$ cat config.mk
export PLATFORM = sky130hd
export DESIGN_NAME = ad1_dual
export DESIGN_NICKNAME = d
export VERILOG_FILES = /design/src/rtl/ad1_pkg.sv /design/src/rtl/ad1_sclk_gen.sv /design/src/rtl/ad1_dual.sv
export SDC_FILE = /design/constraint.sdc
export NUM_CORES = 1
export LEC_CHECK = 0
export ABC_AREA = 1
export BUFFER_PORTS_ARGS = -buffer_cell sky130_fd_sc_hd__buf_2
export CAP_MARGIN = 20
export CELL_PAD_IN_SITES_DETAIL_PLACEMENT = 0
export CELL_PAD_IN_SITES_GLOBAL_PLACEMENT = 1
export CORE_UTILIZATION = 25
export DETAILED_ROUTE_END_ITERATION = 8
export PLACE_DENSITY = 0.49
export SLEW_MARGIN = 10
export SYNTH_ARGS = -nofsm -noshare
export SYNTH_HDL_FRONTEND = slang
export SYNTH_SLANG_ARGS = --single-unit
$ cat constraint.sdc
create_clock -name clk -period 4.6 [get_ports clk]
set_clock_uncertainty 0.2 [all_clocks]
set_input_delay 0.46 -clock clk [delete_from_list [all_inputs] [get_ports clk]]
set_output_delay 0.46 -clock clk [all_outputs]
set_load 0.03 [all_outputs]
$ cat src/rtl/ad1_pkg.sv
// ad1_pkg: shared constants and state encoding
// for the Pmod AD1 dual-channel ADC reader.
package ad1_pkg;

  localparam int FRAME_BITS = 16;
  localparam int LEAD_BITS  = 4;
  localparam int DATA_BITS  = 12;

  typedef enum logic [2:0] {
    IDLE,
    SETUP,
    SHIFT,
    DONE,
    QUIET
  } state_t;

endpackage

$ cat src/rtl/ad1_sclk_gen.sv
// ad1_sclk_gen: half-period divider producing SCLK
// plus fall/rise enables for the frame sequencer.
module ad1_sclk_gen
  import ad1_pkg::*;
#(
  parameter int HALF_PERIOD = 4
) (
  input  logic i_clk,
  input  logic i_rst_n,
  input  logic i_en,
  output logic o_fall_tick,
  output logic o_rise_tick,
  output logic o_sclk
);

  localparam int CW = $clog2(HALF_PERIOD) + 1;
  localparam logic [CW-1:0] LAST =
    CW'(HALF_PERIOD - 1);

  logic [CW-1:0] r_cnt;
  logic          r_sclk;
  logic          w_tick;

  assign w_tick      = i_en && (r_cnt == LAST);
  assign o_fall_tick = w_tick && r_sclk;
  assign o_rise_tick = w_tick && !r_sclk;
  assign o_sclk      = r_sclk;

  // half-period counter, parked at zero when idle
  always_ff @(posedge i_clk or negedge i_rst_n) begin
    if (!i_rst_n) begin
      r_cnt <= '0;
    end else if (!i_en || w_tick) begin
      r_cnt <= '0;
    end else begin
      r_cnt <= r_cnt + CW'(1);
    end
  end

  // SCLK toggles per tick and idles high
  always_ff @(posedge i_clk or negedge i_rst_n) begin
    if (!i_rst_n) begin
      r_sclk <= 1'b1;
    end else if (!i_en) begin
      r_sclk <= 1'b1;
    end else if (w_tick) begin
      r_sclk <= !r_sclk;
    end
  end

endmodule

$ cat src/rtl/ad1_dual.sv
// ad1_dual: reads one 16-bit frame from each of two
// AD7476A ADCs in parallel and presents 12-bit samples.
module ad1_dual
  import ad1_pkg::*;
#(
  parameter int HALF_PERIOD  = 4,
  parameter int QUIET_CYCLES = 4
) (
  input  logic                 clk,
  input  logic                 rst,
  input  logic                 start,
  input  logic [1:0]           SDATA,
  output logic                 CS,
  output logic                 SCLK,
  output logic                 busy,
  output logic                 valid,
  output logic [DATA_BITS-1:0] data0,
  output logic [DATA_BITS-1:0] data1,
  output logic                 frame_err
);

  localparam int QW = $clog2(QUIET_CYCLES) + 1;
  localparam int BW = $clog2(FRAME_BITS);
  localparam logic [QW-1:0] QLAST =
    QW'(QUIET_CYCLES - 1);

  state_t r_state;
  state_t w_next;

  logic [FRAME_BITS-1:0] r_sr0;
  logic [FRAME_BITS-1:0] r_sr1;
  logic [BW-1:0]         r_bit;
  logic [QW-1:0]         r_qcnt;
  logic                  r_cs;
  logic                  r_busy;
  logic                  r_valid;
  logic [DATA_BITS-1:0]  r_d0;
  logic [DATA_BITS-1:0]  r_d1;
  logic                  r_err;

  logic w_en;
  logic w_fall;
  logic w_rise;
  logic w_q_done;
  logic w_accept;

  assign w_en = (r_state == SETUP) ||
                (r_state == SHIFT);
  assign w_q_done = (r_state == QUIET) &&
                    (r_qcnt == QLAST);
  assign w_accept = (r_state == IDLE) && start;

  ad1_sclk_gen #(
    .HALF_PERIOD(HALF_PERIOD)
  ) u_sclk (
    .i_clk      (clk),
    .i_rst_n    (rst),
    .i_en       (w_en),
    .o_fall_tick(w_fall),
    .o_rise_tick(w_rise),
    .o_sclk     (SCLK)
  );

  // state register
  always_ff @(posedge clk or negedge rst) begin
    if (!rst) begin
      r_state <= IDLE;
    end else begin
      r_state <= w_next;
    end
  end

  // next state: the final rise follows the wrap of
  // the bit counter after the 16th sample
  always_comb begin
    w_next = r_state;
    unique case (r_state)
      IDLE:  if (start) w_next = SETUP;
      SETUP: if (w_fall) w_next = SHIFT;
      SHIFT: if (w_rise && (r_bit == '0))
               w_next = DONE;
      DONE:  w_next = QUIET;
      QUIET: if (w_q_done) w_next = IDLE;
      default: w_next = IDLE;
    endcase
  end

  // CS and busy; busy stays up across
  // back-to-back frames while start is held
  always_ff @(posedge clk or negedge rst) begin
    if (!rst) begin
      r_cs   <= 1'b1;
      r_busy <= 1'b0;
    end else begin
      if (r_state == IDLE) r_busy <= start;
      if (w_accept) r_cs <= 1'b0;
      if (r_state == DONE) r_cs <= 1'b1;
      if (w_q_done) r_busy <= start;
    end
  end

  // shift in both channels on each SCLK fall
  always_ff @(posedge clk or negedge rst) begin
    if (!rst) begin
      r_sr0 <= '0;
      r_sr1 <= '0;
      r_bit <= '0;
    end else if (w_accept) begin
      r_bit <= '0;
    end else if (w_fall) begin
      r_sr0 <= {r_sr0[FRAME_BITS-2:0], SDATA[0]};
      r_sr1 <= {r_sr1[FRAME_BITS-2:0], SDATA[1]};
      r_bit <= r_bit + BW'(1);
    end
  end

  // quiet-time counter between frames
  always_ff @(posedge clk or negedge rst) begin
    if (!rst) begin
      r_qcnt <= '0;
    end else if (w_q_done || (r_state != QUIET)) begin
      r_qcnt <= '0;
    end else begin
      r_qcnt <= r_qcnt + QW'(1);
    end
  end

  // publish samples and lead-bit error at frame end
  always_ff @(posedge clk or negedge rst) begin
    if (!rst) begin
      r_valid <= 1'b0;
      r_d0    <= '0;
      r_d1    <= '0;
      r_err   <= 1'b0;
    end else begin
      r_valid <= (r_state == DONE);
      if (r_state == DONE) begin
        r_d0  <= r_sr0[DATA_BITS-1:0];
        r_d1  <= r_sr1[DATA_BITS-1:0];
        r_err <=
          (|r_sr0[FRAME_BITS-1 -: LEAD_BITS]) |
          (|r_sr1[FRAME_BITS-1 -: LEAD_BITS]);
      end
    end
  end

  assign CS        = r_cs;
  assign busy      = r_busy;
  assign valid     = r_valid;
  assign data0     = r_d0;
  assign data1     = r_d1;
  assign frame_err = r_err;

endmodule

==> results.cfg <==
[synthesis]
synth_flop_cell = dfrtp_1
ys_async_sr_fraction_pct = 100
synthSimpleGateAreaFrac_pct = 14.4
synth_area_mm2 = 0.00307
synth_top_cell_by_area = dfrtp_1
synthMuxAreaShare_pct = 0
netlist.area_leader.share_pct = 58.8
synth_edf_count = 0
syn_nets = 317
ys_top_cells_by_area = dfrtp_1 59%, nand2_1 9.3%, o21ai_2 8.6%, inv_1 5.1%, o21ai_0 5.1%
yosys.area_share.xor_xnor_pct = 0.571
synth_fa_ha_area_share_pct = 2.45
synth_compound_area_share_pct = 13.9
synth_top_family_by_area = simple AND/OR/NAND/NOR gates
post-synth-top-count-cell = nand2_1
syn_inst = 306
ys_top_cells_by_count = 76 x nand2_1, 72 x dfrtp_1, 42 x inv_1, 31 x o21ai_0, 30 x o21ai_2
yosysWarnings = 0
synth.ff_latch_count = 74
syn_avg_cell_area_um2 = 10.0
synthDistinctLibCells = 20
yosysSeqAreaShare_pct = 60.5

[detailed_routing]
wl_per_cell_um = 11.4
ant_nets = 0
routed_wl_um = 5620
via_per_inst = 4.09
drc = 0
drtPass1Iterations = 4
vias = 2007
dr.first_iter.drc_count = 92

[floorplanning]
ioPinCount = 34
core_area_mm2 = 0.0120
die_area_mm2 = 0.0127
die_x_um = 113
start_util_pct = 25.6
num_rows = 40
die_h_um = 113

[setup_path]
cp-startpoint = u_sclk.r_cnt[0]
crit_arrival_ps = 2250
reg2reg_to = r_sr0[0]
crit_required_ps = 4610
reg2reg_from = u_sclk.r_cnt[0]
ff2ff_setup_slack_ps = 2360
crit_type = reg -> reg
worst_setup_path_end_kind = flip-flop
path_max_fanout = 62
cp-start-kind = flip-flop
cp-endpoint = r_sr0[0]
reg2regPathDepth = 8

[clock_network]
cts_made_buffers = 9
cts_max_level = 3
clock-sinks = 74
insertion_delay_ps = 330
post_cts_resize_count = 0
clkSlewWorstSetupHoldPaths_ps = 60
cts_tree = built
clockBufferDepth = 2
clk_root_buffer_cell = clkbuf_16
post_cts_buffers = 0
ctsHoldBuffers = 0

[power]
power.density_cell_area_mw_per_mm2 = 528
peakVddDrop_v = 0.000260
p_leak_nw = 1.76

[final_layout]
drive_above_1_share_pct = 24.7
n_fill_cell = 1270
regArea_mm2 = 0.00185
area_delta_synth_final_pct = 18.0
nets = 350
diodes = 0
multiInputGateArea_um2 = 963
design_area_mm2 = 0.00362

[placement]
dp_hpwl_um = 3500
dpl_cell_area_mm2 = 0.00333
port_buffers = 33
place_congestion = 0.703

[global_routing]
met2_usage_pct = 14.7
top_usage_layer = met2
use_met1_pct = 13.1
antenna_found_initial = 0
overflow = 0
grt_pass1_wl_um = 9860
grt_pass1_vias = 2024
met3_usage_pct = 4.93
grt_max_degree = 75
grt_usage_pct = 10.1

[timing]
fin_tns_setup_ps = 0
finalSetupViolCount = 0
finalCriticalPeriod_ps = 2240
tightestPinTransition_ps = 954
finalHoldViolations = 0
grt_setup_unrepaired = false
layout_worst_path_cycle_share_pct = 48.7
fmax_mhz = 446
timing.final.max_slew_violations = 0
relSlewSlack_pct = 36.4

[run_status]
status = finished clean

[flow_run]
maxCapViolCount = 0

[worst_hold_path]
worstHoldPathType = in -> async
-- worst max-delay path, cell delays in order, from the launching register on --
cell and delay [ps]:
dfrtp_1 380, ha_1 200, ha_1 190, nand2_1 90, inv_1 70, nand2_4 560, inv_2 230, nand2_1 110
o21ai_0 70
-- cells in the final DEF (no fill, tap or decap) --
cell | synthesis | final
nand3_2 | 1 | 2
buf_4 | 0 | 1
nand3_1 | 11 | 10
o21ai_2 | 30 | 30
dfstp_2 | 2 | 2
xnor2_1 | 1 | 1
nor2_2 | 1 | 1
ha_1 | 6 | 6
clkbuf_16 | 0 | 9
o21ai_0 | 31 | 31
clkbuf_1 | 1 | 3
nand2_2 | 2 | 2
inv_1 | 42 | 42
nand2_4 | 1 | 1
nor2_1 | 16 | 16
clkbuf_8 | 0 | 3
buf_2 | 4 | 32
nand2_1 | 76 | 76
clkinvlp_4 | 0 | 1
xor2_1 | 1 | 1
dfrtp_1 | 72 | 72
o21bai_1 | 1 | 1
inv_2 | 1 | 1
-- registers in the layout, indices dropped and copies added (netlist names), 3 cells and up --
name	count
r_state	3
r_bit	4
r_qcnt	3
data0	12
data1	12
r_sr1	16
r_sr0	16
u_sclk.r_cnt	3
-- per-stage QoR --
| step | hold WS, ps | total power (W) | utilization (%) | setup slack [ps] | std cells |
|---|---|---|---|---|---|
| after floorplan | -35.6 | 0.00115 | - | 3080 | 306 |
| after global placement | 218 | 0.00126 | 27.8 | 2380 | 475 |
| after detailed placement | 226 | 0.00126 | 27.8 | 2320 | 475 |
| after CTS | 122 | 0.00195 | 30.2 | 2320 | 491 |
| after global routing | 143 | 0.00205 | 30.2 | 2160 | 491 |
| final | 87.0 | 0.00191 | 30.2 | 2360 | 491 |
-- worst min-delay path by stage --
stage,to,slack [ps],depth (start not counted)
finish,data0[2],90,1
global route,r_sr1[0],140,3
CTS,data0[2],120,1
detailed placement,r_qcnt[0],230,1
global placement,u_sclk.r_cnt[0],220,1
floorplan,busy,-40,0
-- per-layer routing --
| layer | up-vias | share of wire, % |
|---|---|---|
| li1 | 1026 | - |
| met1 | 935 | 50 |
| met2 | 40 | 43 |
| met3 | 6 | 5.8 |
| met4 | 0 | 0.85 |
| met5 | - | 0 |
-- logic make-up after synthesis --
kind of cell | Yosys count
simple gates | 108
xor+xnor | 2
fa+ha+maj | 6
buf+inv | 54
flops | 74
compound gates | 62
-- layout make-up --
| type | count | area share [%] |
|---|---|---|
| timing repair buffer | 33 | 4.64 |
| sequential | 74 | 51.3 |
| inverter | 43 | 4.46 |
| multi-input combinational | 178 | 26.6 |
| tap | 147 | 5.09 |
| clock inverter | 1 | 0.208 |
| clock buffer | 15 | 7.68 |
-- where the power goes --
part	leakage [nW]	switching, W	internal (W)	total (W)
combinational	0.620	0.000317	0.000118	0.000434
clock	0.136	0.000259	0.000410	0.000669
sequential	1.00	0.0000538	0.000752	0.000806
total	1.76	0.000630	0.00128	0.00191
(Power assumes the default switching activity.)
